`src/rtl/mc_ctrl_pkg.sv`:
```
// Shared encodings for the multicycle control unit: opcodes, FSM states and
// the datapath mux / ALU select codes.
package mc_ctrl_pkg;

  localparam logic [5:0] OP_ADD  = 6'b000001;
  localparam logic [5:0] OP_SUB  = 6'b000010;
  localparam logic [5:0] OP_AND  = 6'b000011;
  localparam logic [5:0] OP_OR   = 6'b000100;
  localparam logic [5:0] OP_ADDI = 6'b000101;
  localparam logic [5:0] OP_ANDI = 6'b000110;
  localparam logic [5:0] OP_LW   = 6'b000111;
  localparam logic [5:0] OP_SW   = 6'b001000;
  localparam logic [5:0] OP_BEQ  = 6'b001001;
  localparam logic [5:0] OP_BNE  = 6'b001010;
  localparam logic [5:0] OP_J    = 6'b001011;
  localparam logic [5:0] OP_HALT = 6'b111111;

  typedef enum logic [3:0] {
    INIT, FETCH, DECODE, EXEC_R, EXEC_I, ALU_WB, MEM_ADDR,
    MEM_RD, MEM_WB, MEM_WR, BRANCH, JUMP, HALT
  } state_e;

  localparam logic [2:0] ALU_ADD = 3'b000;
  localparam logic [2:0] ALU_SUB = 3'b001;
  localparam logic [2:0] ALU_AND = 3'b010;
  localparam logic [2:0] ALU_OR  = 3'b011;

  localparam logic [1:0] SRCA_PC   = 2'b00;
  localparam logic [1:0] SRCA_A    = 2'b01;
  localparam logic [1:0] SRCA_ZERO = 2'b10;

  localparam logic [1:0] SRCB_B    = 2'b00;
  localparam logic [1:0] SRCB_SEXT = 2'b01;
  localparam logic [1:0] SRCB_ZEXT = 2'b10;
  localparam logic [1:0] SRCB_INC  = 2'b11;

  localparam logic [1:0] PCS_ALU    = 2'b00;
  localparam logic [1:0] PCS_ALUOUT = 2'b01;
  localparam logic [1:0] PCS_JUMP   = 2'b10;

  localparam logic [1:0] PWC_EN = 2'b01;

endpackage

```
`src/rtl/mc_op_decode.sv`:
```
// Combinational opcode decoder: post-DECODE state, ALU function, immediate
// extension select and branch polarity.
module mc_op_decode
  import mc_ctrl_pkg::*;
(
  input  logic [5:0] op,
  output state_e     next_state,
  output logic [2:0] alu_op,
  output logic [1:0] srcb_imm,
  output logic       branch_sel,
  output logic       is_rtype,
  output logic       legal
);

  always_comb begin
    next_state = FETCH;
    alu_op     = ALU_ADD;
    srcb_imm   = SRCB_SEXT;
    branch_sel = 1'b0;
    is_rtype   = 1'b0;
    legal      = 1'b1;
    case (op)
      OP_ADD:  begin next_state = EXEC_R; is_rtype = 1'b1; end
      OP_SUB:  begin next_state = EXEC_R; is_rtype = 1'b1; alu_op = ALU_SUB; end
      OP_AND:  begin next_state = EXEC_R; is_rtype = 1'b1; alu_op = ALU_AND; end
      OP_OR:   begin next_state = EXEC_R; is_rtype = 1'b1; alu_op = ALU_OR;  end
      OP_ADDI: next_state = EXEC_I;
      OP_ANDI: begin next_state = EXEC_I; alu_op = ALU_AND; srcb_imm = SRCB_ZEXT; end
      OP_LW, OP_SW: next_state = MEM_ADDR;
      OP_BEQ:  begin next_state = BRANCH; alu_op = ALU_SUB; end
      OP_BNE:  begin next_state = BRANCH; alu_op = ALU_SUB; branch_sel = 1'b1; end
      OP_J:    next_state = JUMP;
      OP_HALT: next_state = HALT;
      default: legal = 1'b0;  // falls back to FETCH: executes as a NOP
    endcase
  end

endmodule

```
`src/rtl/mc_control_fsm.sv`:
```
// Multicycle CPU control FSM: one state per datapath cycle, outputs decoded
// from the state register, plus retired-count and sticky halt/illegal status.
module mc_control_fsm
  import mc_ctrl_pkg::*;
#(
  parameter int COUNT_WIDTH = 16
) (
  input  logic                   clk,
  input  logic                   reset,
  input  logic [5:0]             CtrlOp,
  output logic [1:0]             ALUSrcA,
  output logic [1:0]             ALUSrcB,
  output logic [2:0]             ALUOp,
  output logic [1:0]             PCSource,
  output logic [1:0]             PCWriteCond,
  output logic                   BranchSel,
  output logic                   PCWrite,
  output logic                   IRWrite,
  output logic                   RegWrite,
  output logic                   MemRead,
  output logic                   MemWrite,
  output logic                   MemtoReg,
  output logic                   ReadDst,
  output logic [COUNT_WIDTH-1:0] instr_count,
  output logic                   halted,
  output logic                   illegal_op
);

  state_e                 state_q, state_d;
  logic [5:0]             op_q, op_d;
  logic [COUNT_WIDTH-1:0] cnt_q, cnt_d;
  logic                   halted_q, halted_d;
  logic                   illegal_q, illegal_d;

  logic [5:0] dec_op;
  state_e     dec_next;
  logic [2:0] dec_alu_op;
  logic [1:0] dec_srcb_imm;
  logic       dec_branch_sel, dec_rtype, dec_legal;

  // Live opcode only while decoding; afterwards the latched copy steers execution.
  assign dec_op = (state_q == DECODE) ? CtrlOp : op_q;

  mc_op_decode u_dec (
    .op         (dec_op),
    .next_state (dec_next),
    .alu_op     (dec_alu_op),
    .srcb_imm   (dec_srcb_imm),
    .branch_sel (dec_branch_sel),
    .is_rtype   (dec_rtype),
    .legal      (dec_legal)
  );

  always_ff @(posedge clk) begin
    if (reset) begin
      state_q   <= INIT;
      op_q      <= '0;
      cnt_q     <= '0;
      halted_q  <= 1'b0;
      illegal_q <= 1'b0;
    end else begin
      state_q   <= state_d;
      op_q      <= op_d;
      cnt_q     <= cnt_d;
      halted_q  <= halted_d;
      illegal_q <= illegal_d;
    end
  end

  always_comb begin
    state_d   = state_q;
    op_d      = op_q;
    cnt_d     = cnt_q;
    halted_d  = halted_q;
    illegal_d = illegal_q;
    case (state_q)
      INIT:   state_d = FETCH;
      FETCH: begin
        state_d = DECODE;
        cnt_d   = cnt_q + COUNT_WIDTH'(1);
      end
      DECODE: begin
        op_d    = CtrlOp;
        state_d = dec_next;
        if (!dec_legal)       illegal_d = 1'b1;
        if (dec_next == HALT) halted_d  = 1'b1;
      end
      EXEC_R, EXEC_I: state_d = ALU_WB;
      MEM_ADDR:       state_d = (op_q == OP_LW) ? MEM_RD : MEM_WR;
      MEM_RD:         state_d = MEM_WB;
      ALU_WB, MEM_WB, MEM_WR, BRANCH, JUMP: state_d = FETCH;
      HALT:           state_d = HALT;
      default:        state_d = INIT;
    endcase
  end

  always_comb begin
    ALUSrcA     = SRCA_PC;
    ALUSrcB     = SRCB_B;
    ALUOp       = ALU_ADD;
    PCSource    = PCS_ALU;
    PCWriteCond = 2'b00;
    BranchSel   = 1'b0;
    PCWrite     = 1'b0;
    IRWrite     = 1'b0;
    RegWrite    = 1'b0;
    MemRead     = 1'b0;
    MemWrite    = 1'b0;
    MemtoReg    = 1'b0;
    ReadDst     = 1'b0;
    case (state_q)
      FETCH: begin
        IRWrite = 1'b1;
        PCWrite = 1'b1;
        ALUSrcB = SRCB_INC;
      end
      DECODE: begin
        ALUSrcB = SRCB_SEXT;  // branch target precomputed into ALUOut
        ReadDst = dec_rtype;
      end
      EXEC_R: begin
        ALUSrcA = SRCA_A;
        ReadDst = 1'b1;
        ALUOp   = dec_alu_op;
      end
      EXEC_I: begin
        ALUSrcA = SRCA_A;
        ALUSrcB = dec_srcb_imm;
        ALUOp   = dec_alu_op;
      end
      ALU_WB:   RegWrite = 1'b1;
      MEM_ADDR: begin
        ALUSrcA = SRCA_A;
        ALUSrcB = SRCB_SEXT;
      end
      MEM_RD:   MemRead = 1'b1;
      MEM_WB: begin
        RegWrite = 1'b1;
        MemtoReg = 1'b1;
      end
      MEM_WR:   MemWrite = 1'b1;
      BRANCH: begin
        ALUSrcA     = SRCA_A;
        ALUOp       = ALU_SUB;
        PCWriteCond = PWC_EN;
        PCSource    = PCS_ALUOUT;
        BranchSel   = dec_branch_sel;
      end
      JUMP: begin
        PCWrite  = 1'b1;
        PCSource = PCS_JUMP;
      end
      default: ;
    endcase
  end

  assign instr_count = cnt_q;
  assign halted      = halted_q;
  assign illegal_op  = illegal_q;

endmodule

```
`config.mk`:
```
export PLATFORM = sky130hd
export DESIGN_NAME = mc_control_fsm
export DESIGN_NICKNAME = d
export VERILOG_FILES = /design/src/rtl/mc_ctrl_pkg.sv /design/src/rtl/mc_op_decode.sv /design/src/rtl/mc_control_fsm.sv
export SDC_FILE = /design/constraint.sdc
export NUM_CORES = 1
export LEC_CHECK = 0
export ABC_CLOCK_PERIOD_IN_PS = 7000
export BUFFER_PORTS_ARGS = -buffer_cell sky130_fd_sc_hd__buf_2
export CAP_MARGIN = 20
export CORE_UTILIZATION = 49
export CTS_BUF_LIST = sky130_fd_sc_hd__clkbuf_4
export DETAILED_ROUTE_END_ITERATION = 16
export HOLD_SLACK_MARGIN = 0.1
export MAX_ROUTING_LAYER = met4
export PLACE_DENSITY = 0.83
export SLEW_MARGIN = 20
export SYNTH_ARGS = -nofsm -noshare
export SYNTH_HDL_FRONTEND = slang
export SYNTH_SLANG_ARGS = --single-unit
```
`constraint.sdc`:
```
create_clock -name clk -period 7 [get_ports clk]
set_input_delay 1.4 -clock clk [delete_from_list [all_inputs] [get_ports clk]]
set_output_delay 1.4 -clock clk [all_outputs]
set_load 0.02 [all_outputs]
```
# After elaboration in Yosys (flattened, before gate mapping)
# Index checks and enable logic that the tools add are counted.
[word_totals]
ff_bits = 28
elab_cells = 71
in_bits = 8
out_inout_bits = 37
[op_classes]
reduce_logical = 16
muxes = 22
add_sub_neg = 1
bitwise_logic = 1
n_eq_ne = 26
[ops]
columns = ["op", "n"]
rows = [
  ["6-bit by 3-bit equality test with 1-bit output, second input constant", 5],
  ["4-bit case mux with 7 select lines", 1],
  ["4-bit equality test, second input constant", 6],
  ["6-bit by 4-bit equality test with 1-bit output, second input constant", 4],
  ["4-bit case mux with 6 select lines", 1],
  ["16-bit by 1-bit adder with 16-bit output, second input constant", 1],
  ["4-bit by 3-bit equality test with 1-bit output, second input constant", 4],
  ["2-bit OR reduction", 8],
  ["6-bit by 2-bit equality test with 1-bit output, second input constant", 2],
  ["1-bit 2-to-1 mux", 12],
  ["2-bit case mux with 3 select lines", 2],
  ["12-bit OR reduction", 1],
  ["4-bit by 2-bit equality test with 1-bit output, second input constant", 2],
  ["4-bit OR reduction", 2],
  ["6-bit by 1-bit equality test with 1-bit output, second input constant", 1],
  ["6-bit equality test, second input constant", 1],
  ["6-bit 2-to-1 mux", 1],
  ["3-bit case mux with 2 select lines", 1],
  ["6-bit OR reduction", 1],
  ["4-bit by 1-bit equality test with 1-bit output, second input constant", 1],
  ["4-bit logical NOT", 1],
  ["4-bit 2-to-1 mux", 1],
  ["2-bit case mux with 2 select lines", 1],
  ["2-bit AND reduction", 2],
  ["4 further kinds", 4],
]

# Longest topological paths before layout
# Gate-level depths: netlist (run 1).
[logic_depth]
depth_word = 7
depth_mapped = 8
ltp_nobuf = 5

# Cells and area by module
# Synthesis (run 1) repeated with hierarchy kept, for this count alone.
[unflattened]
cells_unflattened = 228
area_unflattened_um2 = 1815.5
[by_module_without_submodules]
columns = ["module", "instances", "seq_area_each_um2", "area_per_inst_um2", "cells_each"]
rows = [
  ["mc_control_fsm", 1, 560.5, 1535.2, 183],
  ["mc_op_decode", 1, 0.0, 280.3, 45],
]

# Least setup slack after synthesis (run 1)
# No wires, ideal clock.
[synth_path]
path_kind = "input to output"
from = "in CtrlOp[4]"
to = "out BranchSel"
path_slack_ns = 2.872
required_ns = 5.600
arrival_ns = 2.728
path_buffers = 1
cell_stages = 4
cell_sequence = "buf_2 -> nor3_1 -> mux2i_1 -> nor4b_1"
[synth_via]
elab_chain_len = 4
[synth_lines]
columns = ["element", "line_no", "source"]
rows = [
  ["from (decl)", "mc_control_fsm.sv:10", "input logic [5:0] CtrlOp,"],
  ["6-bit 2-to-1 mux", "--", ""],
  ["6-bit by 4-bit equality test with 1-bit output", "mc_op_decode.sv:22", "case (op)"],
  ["1-bit 2-to-1 mux", "mc_op_decode.sv:22", ""],
  ["1-bit 2-to-1 mux", "mc_control_fsm.sv:111", "case (state_q)"],
  ["to (decl)", "mc_control_fsm.sv:16", "output logic BranchSel,"],
]
# Every way passes these cells.

# Worst setup path after layout (run 1)
[layout_path]
from = "reg state_q[1]"
to = "out ALUSrcB[0]"
[layout_via]
elab_chain_len = 5
elab_cells_between_ends = 9
classes_between = "5 x eq/ne; 3 x mux; 1 x reduce/logical"
[layout_lines]
columns = ["element", "line_no", "source"]
rows = [
  ["from (decl)", "mc_control_fsm.sv:29", "state_e state_q, state_d;"],
  ["from (signal assigned)", "mc_control_fsm.sv:62", "state_q <= state_d;"],
  ["4-bit by 2-bit equality test with 1-bit output", "mc_control_fsm.sv:42, mc_control_fsm.sv:111", ""],
  ["6-bit 2-to-1 mux", "--", ""],
  ["6-bit by 3-bit equality test with 1-bit output", "mc_op_decode.sv:22", ""],
  ["2-bit 2-to-1 mux", "mc_op_decode.sv:22", ""],
  ["2-bit case mux with 3 select lines (*)", "mc_control_fsm.sv:111", ""],
  ["to (decl)", "mc_control_fsm.sv:12", "output logic [1:0] ALUSrcB,"],
]
# Every way passes the cells marked *; elsewhere a longest branch is shown, timed or not.

==> results of run 1 <==
==> placed cells by master (no fill, tap or decap), types with 2 or more instances in the layout <==
master / n
buf_2: 41
nor2_1: 36
dfxtp_1: 28
nand2_1: 20
a21oi_1: 14
nor3_1: 13
xor2_1: 13
mux2i_1: 9
nand3_1: 8
nand4_1: 8
inv_1: 7
o21ai_0: 7
a211oi_1: 6
nor2b_1: 6
nand2b_1: 5
o211ai_1: 5
mux2_2: 5
and3_1: 5
nor4_1: 4
nand3b_1: 3
and4_1: 3
conb_1: 3
clkbuf_4: 3
nor4b_2: 2
o31ai_1: 2
a31oi_1: 2
o211a_1: 2
and2_1: 2
xnor2_1: 2
==> layer usage <==
metal,vias to the layer above,GRT usage (%)
met5,-,-
met4,0,7.337
met3,6,2.431
met2,63,37.76
met1,881,32.13
li1,957,-
==> metrics by stage <==
stage,total power (uW),cell area [um^2],hold slack (ns)
after floorplan,359.7,1996,0.4972
after global placement,396.2,2130,0.4389
after detailed placement,399.0,2130,0.4467
after CTS,503.8,2182,0.4676
after global routing,533.3,2182,0.4864
final,501.3,2182,0.4621
==> power by group through the flow <==
stage	Sequential (uW)	Combinational [uW]	Clock, uW
final	205	193	104
after global routing	208	212	113
after CTS	204	193	107
after detailed placement	207	192	0
after global placement	207	189	0
after floorplan	191	169	0
==> sequential cells by signal (all words and copies together), names as in the netlist <==
| signal | count |
|---|---|
| illegal_op | 1 |
| halted | 1 |
| state_q | 4 |
| op_q | 6 |
| instr_count | 16 |
==> worst min-delay path: cells and delay by family (launching register included) <==
family / cells / cell delay, ns
AO/OA/AOI/OAI: 1 / 0.05
buffers and inverters: 1 / 0.05
flip-flops: 1 / 0.34
==> cells in the mapped netlist (all sizes together), types with 2 or more instances <==
master and n:
o21ai 7, a211oi 6, nor4b 3, inv 7, and4 3, nand2 20
nor3 13, mux2 5, nor2b 6, buf 16, nand2b 5, xnor2 2
dfxtp 28, clkbuf 11, a31oi 2, a21oi 14, nor2 37, nand3 8
xor2 13, nor4 4, nand4 8, o211ai 5, mux2i 10, o31ai 2
nand3b 3, and3 5, and2 2, o211a 2
==> cell families after synthesis <==
logic type      synth area share, %
simple gates                  31.78
compound gates                14.98
buf+inv                       8.622
flops                         28.19
xor+xnor                      6.608
mux                           8.496
fa+ha+maj                     1.133
other cells                  0.1886
==> layout make-up <==
cell class	instances	area, um^2
fill	367	1589
multi-input combinational	202	1270
sequential	28	560.5
timing repair buffer	42	212.7
tap	48	60.06
clock inverter	1	30.03
inverter	7	26.28
clock buffer	3	22.52
==> worst max-delay path by stage <==
stage	slack, ns	cells past startpoint	end	startpoint
after floorplan	2.87	4	BranchSel	CtrlOp[4]
after global placement	3.00	6	ALUOp[0]	CtrlOp[3]
after detailed placement	2.98	7	ALUOp[0]	CtrlOp[2]
after CTS	2.88	7	ALUOp[0]	state_q[1]
after global routing	2.63	7	ALUOp[0]	state_q[1]
final	2.86	7	ALUSrcB[0]	state_q[1]
==> results.py, run 1 <==
metrics = {
    "hold_path": {
        "hp-class": "flip-flop to flip-flop",
        "worstHoldEndpoint": "illegal_op",
        "min-delay-start": "illegal_op",
        "hold_depth": 2,
    },
    "clocking": {
        "cts_tree": "yes",
        "clkLatencyLatePin_ns": 0.32,
        "h-tree-depth": 1,
        "post_cts_buffers": 0,
        "postCtsHoldBufs": 0,
        "cts_resized": 0,
        "root_buffer": "clkbuf_4",
        "cts_max_path_buffers": 2,
        "clkTransAtPathRegs_ns": 0.15,
        "cts.sinks": 28,
        "cts_buffers": 3,
    },
    "worst_setup_path": {
        "start_kind": "flip-flop",
        "crit_buf_inv": 2,
        "crit_arrival_ns": 2.74,
        "r2r-start": "state_q[1]",
        "worstPathRequired_ns": 5.60,
        "crit_path_max_incr_delay_ns": 0.70,
        "reg2regPathDepth": 6,
        "reg2reg_to": "illegal_op",
        "end_kind": "output port",
        "cpMaxStageDelayCell": "dfxtp_1",
        "path_cells": "nor4b_2 > buf_4 > mux2i_1 > nor2_2 > a21bo_2 > a21oi_1 > buf_2",
        "r2r_setup_slack_ns": 4.26,
        "worstSetupPathType": "flip-flop to output port",
        "worstPathMaxFanout": 20,
        "cpLargestDelayFamily": "flip-flops",
    },
    "floorplan": {
        "fp.coreArea_um2": 3771,
        "die_h_um": 65.70,
        "die_area_um2": 4316,
        "pin_count": 45,
        "die_w_um": 65.70,
        "rows": 22,
        "start_util_pct": 52.72,
    },
    "place": {
        "place_ws_ns": 2.975,
        "placed_cells": 327,
        "io_buffer_count": 41,
        "gp_congestion": 0.9742,
        "dp_hpwl_um": 3431,
    },
    "yosys": {
        "yosysTopAreaCell": "dfxtp_1",
        "synthTopCellsByArea": "dfxtp_1 (28%), nor2_1 (6.8%), xor2_1 (5.7%)",
        "yosysSeqAreaShare_pct": 28.19,
        "avgSynthCellArea_um2": 7.588,
        "syn_inst": 262,
        "synthArstFlopShare_pct": 0,
        "synth_top_cell_area_share_pct": 28.19,
        "synth-edff-count": 0,
        "ys_warn_count": 0,
        "syn_area_um2": 1988,
        "ys_ff_latch": 28,
        "yosysUniqueCellTypes": 50,
        "ys.flop_type": "dfxtp_1",
    },
    "power_and_ir_drop": {
        "power.switching_uw": 195.1,
        "p_seq_share_pct": 40.8,
        "p_per_area_nw_per_um2": 229.8,
        "ir_drop_v": 0.0001716,
        "intPower_uw": 306.3,
        "switching_share_pct": 38.91,
        "p_clk_share_pct": 20.6,
        "pwr-share-comb_pct": 38.5,
        "p_leak_uw": 0.0009265,
    },
    "drt": {
        "wl_met3_um": 260,
        "topRoutingLayerUsed": "met4",
        "vias_per_cell": 5.761,
        "first_pass_iters": 5,
        "antenna_left": 0,
        "finalWirelength_um": 4680,
        "wl_met2_um": 2188,
        "post_drt_wl_per_cell_um": 14.14,
        "drtIter0Drc": 130,
        "wl_met1_um": 2163,
        "via_count": 1907,
        "drc": 0,
    },
    "timing": {
        "max_slew_margin_pct": 51.23,
        "fmax_mhz": 241.3,
        "fin_skew_ns": 0.008799,
        "fin_crit_sh_pct": 59.21,
        "tightest_slew_ns": 0.7296,
        "layout_min_cycle_time_ns": 4.145,
        "setup_tns_ns": 0,
        "hold_viol_final": 0,
        "rsz0062_at_grt": "false",
        "setup_ws_ns": 2.855,
        "maxSlewViolCount": 0,
        "final-setup-viol-count": 0,
    },
    "finish": {
        "num_antenna_cells": 0,
        "syn2layout_area_growth_pct": 9.754,
        "drive_above_1_share_pct": 20.85,
        "final_core_util_pct": 57.86,
        "nets": 293,
        "final_cell_count_no_fill": 331,
    },
    "grt": {
        "grt_max_degree": 30,
        "antenna_found_initial": 0,
        "grt_pass1_wl_um": 7997,
        "grt_pass1_vias": 1764,
        "track_usage_pct": 23.96,
        "overflow": 0,
    },
    "job": {
        "cap_violations": 0,
    },
    "outcome": {
        "outcome": "completed",
    },
}
No activity file was read; power rests on OpenSTA's default activity.
==> run 2: changes to the inputs <==
--- a/config.mk
+++ b/config.mk
@@ -5,7 +5,8 @@
 export SDC_FILE = /design/constraint.sdc
 export NUM_CORES = 1
 export LEC_CHECK = 0
-export ABC_CLOCK_PERIOD_IN_PS = 7000
+export ABC_AREA = 1
+export ABC_CLOCK_PERIOD_IN_PS = 4300
 export BUFFER_PORTS_ARGS = -buffer_cell sky130_fd_sc_hd__buf_2
 export CAP_MARGIN = 20
 export CORE_UTILIZATION = 49
@@ -13,7 +14,7 @@
 export DETAILED_ROUTE_END_ITERATION = 16
 export HOLD_SLACK_MARGIN = 0.1
 export MAX_ROUTING_LAYER = met4
-export PLACE_DENSITY = 0.83
+export PLACE_DENSITY = 0.84
 export SLEW_MARGIN = 20
 export SYNTH_ARGS = -nofsm -noshare
 export SYNTH_HDL_FRONTEND = slang
==> constraint.sdc (replaced) <==
create_clock -name clk -period 4.3 [get_ports clk]
set_input_delay 0.86 -clock clk [delete_from_list [all_inputs] [get_ports clk]]
set_output_delay 0.86 -clock clk [all_outputs]
set_load 0.02 [all_outputs]
==> results.py, run 2 <==
metrics = {
    "timing": {
        "tightest_slew_ns": 0.5479,
        "layout_min_cycle_time_ns": 3.208,
        "fin_hold_ws_ns": 0.4707,
        "fin_skew_ns": 0.002090,
        "maxSlewViolCount": 0,
        "final-setup-viol-count": 0,
        "setup_tns_ns": 0,
        "fmax_mhz": 311.8,
        "fin_crit_sh_pct": 74.60,
        "hold_viol_final": 0,
        "max_slew_margin_pct": 63.44,
        "rsz0062_at_grt": "false",
    },
    "worst_setup_path": {
        "cpMaxStageDelayCell": "nor2_2",
        "path_common_cell": "nand2_2",
        "end_kind": "output port",
        "worstPathMaxFanout": 13,
        "worstSetupPathType": "flip-flop to output port",
        "crit_cells": 11,
        "setup.worst_path.end": "ALUOp[0]",
        "crit_buf_inv": 2,
        "crit_path_max_incr_delay_ns": 0.46,
        "r2r-start": "state_q[3]",
        "cpLargestDelayFamily": "simple AND/OR/NAND/NOR gates",
        "worstPathRequired_ns": 3.44,
        "crit_start": "state_q[3]",
        "reg2regPathDepth": 11,
        "crit_arrival_ns": 2.35,
        "path_cells": "nor2_2 > nand2_4 > nand2_2 > nand2_2 > nand2_1 > nand2_1 > inv_2 > nand2_2 > and3_2 > o21ai_1 > buf_2",
        "start_kind": "flip-flop",
        "r2r_setup_slack_ns": 2.25,
        "reg2reg_to": "state_q[1]",
    },
    "job": {
        "cap_violations": 0,
    },
    "power_and_ir_drop": {
        "ir_drop_v": 0.0002830,
        "p_leak_uw": 0.0009681,
        "p_per_area_nw_per_um2": 522.9,
        "fin_total_pwr_uw": 1085,
    },
    "floorplan": {
        "die_h_um": 62.98,
        "die_w_um": 62.98,
        "pin_count": 45,
        "start_util_pct": 52.93,
        "fp.coreArea_um2": 3442,
        "die_area_um2": 3966,
        "rows": 21,
    },
    "hold_path": {
        "hp-class": "flip-flop to flip-flop",
        "min-delay-start": "illegal_op",
    },
    "yosys": {
        "syn_area_um2": 1822,
        "synth.most_common_cell": "nand2_1",
        "netlist_top_cells_count": "nand2_1 (60), nor2_1 (43), inv_1 (31), dfxtp_1 (28), nand3_1 (14)",
        "yosysTopAreaCell": "dfxtp_1",
        "yosysUniqueCellTypes": 35,
        "yosysSeqAreaShare_pct": 30.77,
        "synthArstFlopShare_pct": 0,
        "synth_top_cell_area_share_pct": 30.77,
        "ys.flop_type": "dfxtp_1",
        "ys_warn_count": 0,
        "syn_inst": 276,
        "synth-edff-count": 0,
        "synthTopCellsByArea": "dfxtp_1 (31%), nand2_1 (12%), nor2_1 (8.9%)",
        "avgSynthCellArea_um2": 6.601,
        "ys_ff_latch": 28,
    },
    "finish": {
        "nets": 324,
        "syn2layout_area_growth_pct": 13.94,
        "final_cell_mix": "nand2_1 (60), nor2_1 (43), buf_2 (41)",
        "mostFrequentLayoutCell": "nand2_1",
        "final_cell_count_no_fill": 360,
        "nFillCells": 315,
        "largest_reg_flops": 16,
        "num_antenna_cells": 0,
        "drive_above_1_share_pct": 25.16,
    },
    "place": {
        "io_buffer_count": 41,
        "gp_congestion": 0.9308,
        "placed_cells": 356,
        "dp_hpwl_um": 3014,
    },
    "clocking": {
        "h-tree-depth": 1,
        "cts_buffers": 3,
        "cts.sinks": 28,
        "clkTransAtPathRegs_ns": 0.15,
        "postCtsHoldBufs": 0,
        "root_buffer": "clkbuf_4",
        "clkLatencyLatePin_ns": 0.32,
        "cts_max_path_buffers": 2,
        "cts_tree": "yes",
        "post_cts_buffers": 0,
        "cts_resized": 0,
    },
    "grt": {
        "grt_max_degree": 18,
        "grt_pass1_vias": 1606,
        "overflow": 0,
        "antenna_found_initial": 0,
        "track_usage_pct": 21.42,
        "grt_pass1_wl_um": 6796,
    },
    "drt": {
        "vias_per_cell": 5.067,
        "first_pass_iters": 4,
        "antenna_left": 0,
        "drtIter0Drc": 180,
        "drc": 0,
        "via_count": 1824,
        "finalWirelength_um": 3889,
        "post_drt_wl_per_cell_um": 10.80,
    },
    "outcome": {
        "outcome": "completed",
    },
}
==> run 2: per-layer routing <==
metal,global-route usage (%),up-vias,share of wire (%)
met5,-,-,0
met4,6.105,0,0.87
met3,1.825,2,6.4
met2,34.41,64,44
met1,28.48,810,48
li1,-,948,-
==> run 2: cells by family (layout without fill, tap and decap cells) <==
logic type	after synthesis	in the layout	synth area share, %
AO/OA/AOI/OAI	36	36	10.78
adder cells (fa/ha/maj)	1	1	0.6867
other	1	3	0.2058
flip-flops	28	28	30.77
AND/OR/NAND/NOR	163	163	44.85
buffers and inverters	43	79	10.78
XOR/XNOR	4	4	1.923
==> run 2: how the worst min path moves through the flow <==
stage	end	slack, ns	cells past startpoint
finish	illegal_op	0.47	2
CTS	illegal_op	0.47	2
detailed placement	illegal_op	0.45	2
global placement	illegal_op	0.45	2
global route	illegal_op	0.50	2
floorplan	illegal_op	0.52	2
==> run 2: where the power goes <==
part | leakage (uW) | total [uW] | switching, uW | internal, uW
combinational | 0.000713 | 574 | 398 | 175
sequential | 0.000227 | 342 | 43.8 | 298
clock | 0.0000279 | 170 | 75.8 | 94.2
total | 0.000968 | 1090 | 518 | 568
==> run 2: tightest hold or removal path: stages (launching register included) <==
cell and delay [ns]:
dfxtp_1 0.34, inv_1 0.05, a21oi_1 0.05
==> run 2: area by class of cell <==
cell class	instances	area (um^2)	share of cell area, %
Clock buffer	3	22.52	1.085
Clock inverter	1	30.03	1.447
Inverter	34	127.6	6.148
Multi-Input combinational cell	207	1072	51.66
Sequential cell	28	560.5	27.00
Tap cell	46	57.56	2.773
Timing Repair Buffer	41	205.2	9.885
==> run 2: per-stage QoR <==
stage | area [um^2] | util (%) | setup slack [ns]
after detailed placement | 2023 | 58.78 | 1.338
after global placement | 2023 | 58.78 | 1.385
after global routing | 2076 | 60.31 | 0.8792
after floorplan | 1829 | - | 1.493
final | 2076 | 60.31 | 1.092
after CTS | 2076 | 60.31 | 1.093
==> run 3: changes to the inputs <==
--- a/config.mk
+++ b/config.mk
@@ -6,7 +6,7 @@
 export NUM_CORES = 1
 export LEC_CHECK = 0
 export ABC_AREA = 1
-export ABC_CLOCK_PERIOD_IN_PS = 4300
+export ABC_CLOCK_PERIOD_IN_PS = 2700
 export BUFFER_PORTS_ARGS = -buffer_cell sky130_fd_sc_hd__buf_2
 export CAP_MARGIN = 20
 export CORE_UTILIZATION = 49
@@ -14,7 +14,7 @@
 export DETAILED_ROUTE_END_ITERATION = 16
 export HOLD_SLACK_MARGIN = 0.1
 export MAX_ROUTING_LAYER = met4
-export PLACE_DENSITY = 0.84
+export PLACE_DENSITY = 0.87
 export SLEW_MARGIN = 20
 export SYNTH_ARGS = -nofsm -noshare
 export SYNTH_HDL_FRONTEND = slang
==> constraint.sdc (replaced) <==
create_clock -name clk -period 2.7 [get_ports clk]
set_input_delay 0.54 -clock clk [delete_from_list [all_inputs] [get_ports clk]]
set_output_delay 0.54 -clock clk [all_outputs]
set_load 0.02 [all_outputs]
==> results.py, run 3 (synthesis results as in run 2) <==
metrics = {
    "worst_setup_path": {
        "crit_arrival_ns": 2.08,
        "start_kind": "flip-flop",
        "worstSetupPathType": "flip-flop to output port",
        "worstPathMaxFanout": 13,
        "end_kind": "output port",
        "worstPathRequired_ns": 2.16,
    },
    "clocking": {
        "clkTransAtPathRegs_ns": 0.14,
        "root_buffer": "clkbuf_4",
        "cts.sinks": 28,
        "cts_tree": "yes",
        "clkLatencyLatePin_ns": 0.33,
        "cts_buffers": 3,
        "cts_max_path_buffers": 2,
        "h-tree-depth": 1,
    },
    "floorplan": {
        "rows": 21,
        "die_area_um2": 3966,
        "fp.coreArea_um2": 3442,
        "start_util_pct": 52.93,
        "pin_count": 45,
        "die_h_um": 62.98,
        "die_w_um": 62.98,
    },
    "grt": {
        "track_usage_pct": 23.97,
        "grt_pass1_vias": 1739,
        "antenna_found_initial": 0,
        "grt_pass1_wl_um": 7431,
        "overflow": 0,
        "grt_max_degree": 18,
    },
    "finish": {
        "largest_reg_flops": 16,
        "syn2layout_area_growth_pct": 17.99,
        "drive_above_1_share_pct": 29.34,
        "num_antenna_cells": 0,
        "mostFrequentLayoutCell": "nand2_1",
        "nFillCells": 333,
        "nets": 327,
        "final_cell_mix": "nand2_1 (56), nor2_1 (40), buf_2 (40)",
        "final_cell_count_no_fill": 363,
    },
    "place": {
        "placed_cells": 357,
        "gp_congestion": 0.9123,
        "dp_hpwl_um": 3278,
        "io_buffer_count": 41,
    },
    "timing": {
        "rsz0062_at_grt": "true",
        "hold_viol_final": 0,
        "layout_min_cycle_time_ns": 2.615,
        "fmax_mhz": 382.4,
        "fin_skew_ns": 0.008950,
        "maxSlewViolCount": 0,
        "setup_tns_ns": 0,
        "final-setup-viol-count": 0,
        "fin_crit_sh_pct": 96.86,
    },
    "power_and_ir_drop": {
        "ir_drop_v": 0.0004506,
        "p_per_area_nw_per_um2": 857.6,
        "p_leak_uw": 0.0009919,
    },
    "drt": {
        "first_pass_iters": 5,
        "antenna_left": 0,
        "drtIter0Drc": 105,
        "via_count": 1860,
        "finalWirelength_um": 4304,
        "vias_per_cell": 5.124,
        "post_drt_wl_per_cell_um": 11.86,
        "drc": 0,
    },
    "outcome": {
        "outcome": "completed",
    },
    "hold_path": {
        "hp-class": "flip-flop to flip-flop",
    },
    "job": {
        "cap_violations": 0,
    },
}
-- run 3: cell types whose count changed in the layout (fill, tap and decap cells not counted), sizes merged --
cell | before | now
buf | 41 | 44
-- run 3: area by class of cell --
class,count,area [um^2],share of cell area (%)
clock buffers,3,22.52,1.048
clock inverters,1,30.03,1.397
inverters,34,127.6,5.937
multi-input cells,207,1105,51.40
flip-flops and latches,28,573.1,26.66
well taps,46,57.56,2.678
repair buffers,44,234.0,10.88
-- run 3: path summary, 6_finish.rpt --
path	from	to	slack (ns)	depth (start not counted)
max	state_q[2]	ALUOp[0]	0.08	11
min	illegal_op	illegal_op	0.48	2
max reg2reg	state_q[2]	state_q[0]	0.94	13
min reg2reg	illegal_op	illegal_op	0.48	2
-- run 3: routing by layer --
metal / routed length [um] / up-vias / global-route usage (%) / part of all wire [%]
met4: 88 / 0 / 10.47 / 2.0
met2: 2026 / 64 / 38.71 / 47
li1: - / 951 / - / -
met1: 1936 / 834 / 29.22 / 45
met5: 0 / - / - / 0
met3: 252 / 11 / 3.832 / 5.9
-- run 3: worst max-delay path, cell delays in order (launching register included) --
cell     delay [ns]
dfxtp_2        0.40
nor2_4         0.06
buf_6          0.14
nand2_4        0.14
nand2_1        0.07
nand2_1        0.11
nand2_2        0.12
nor2_4         0.16
nand2_2        0.07
and3_2         0.21
o21ai_1        0.12
buf_4          0.16
-- run 3: what timing repair did --
action	in CTS	in global routing
buffers inserted	1	1
pin swaps	1	3
resized for setup	5	14
endpoints found under the setup margin	5	6
hold buffers	0	0
-- run 3: power by group --
group	switching, uW	total, uW	internal (uW)
logic	699	1020	318
clock network	122	273	150
registers	71.2	554	482
total	893	1840	951
-- run 3: stage by stage --
stage / instance area (um^2) / utilization (%) / hold WS, ns / power, uW / worst slack (ns)
floorplan: 1829 / - / 0.5236 / 1269 / 0.3539
global placement: 2031 / 59.00 / 0.4525 / 1455 / 0.3021
detailed placement: 2031 / 59.00 / 0.4632 / 1469 / 0.3178
CTS: 2102 / 61.07 / 0.4853 / 1776 / 0.01699
global route: 2150 / 62.45 / 0.5287 / 1980 / -0.03630
finish: 2150 / 62.45 / 0.4827 / 1843 / 0.08483
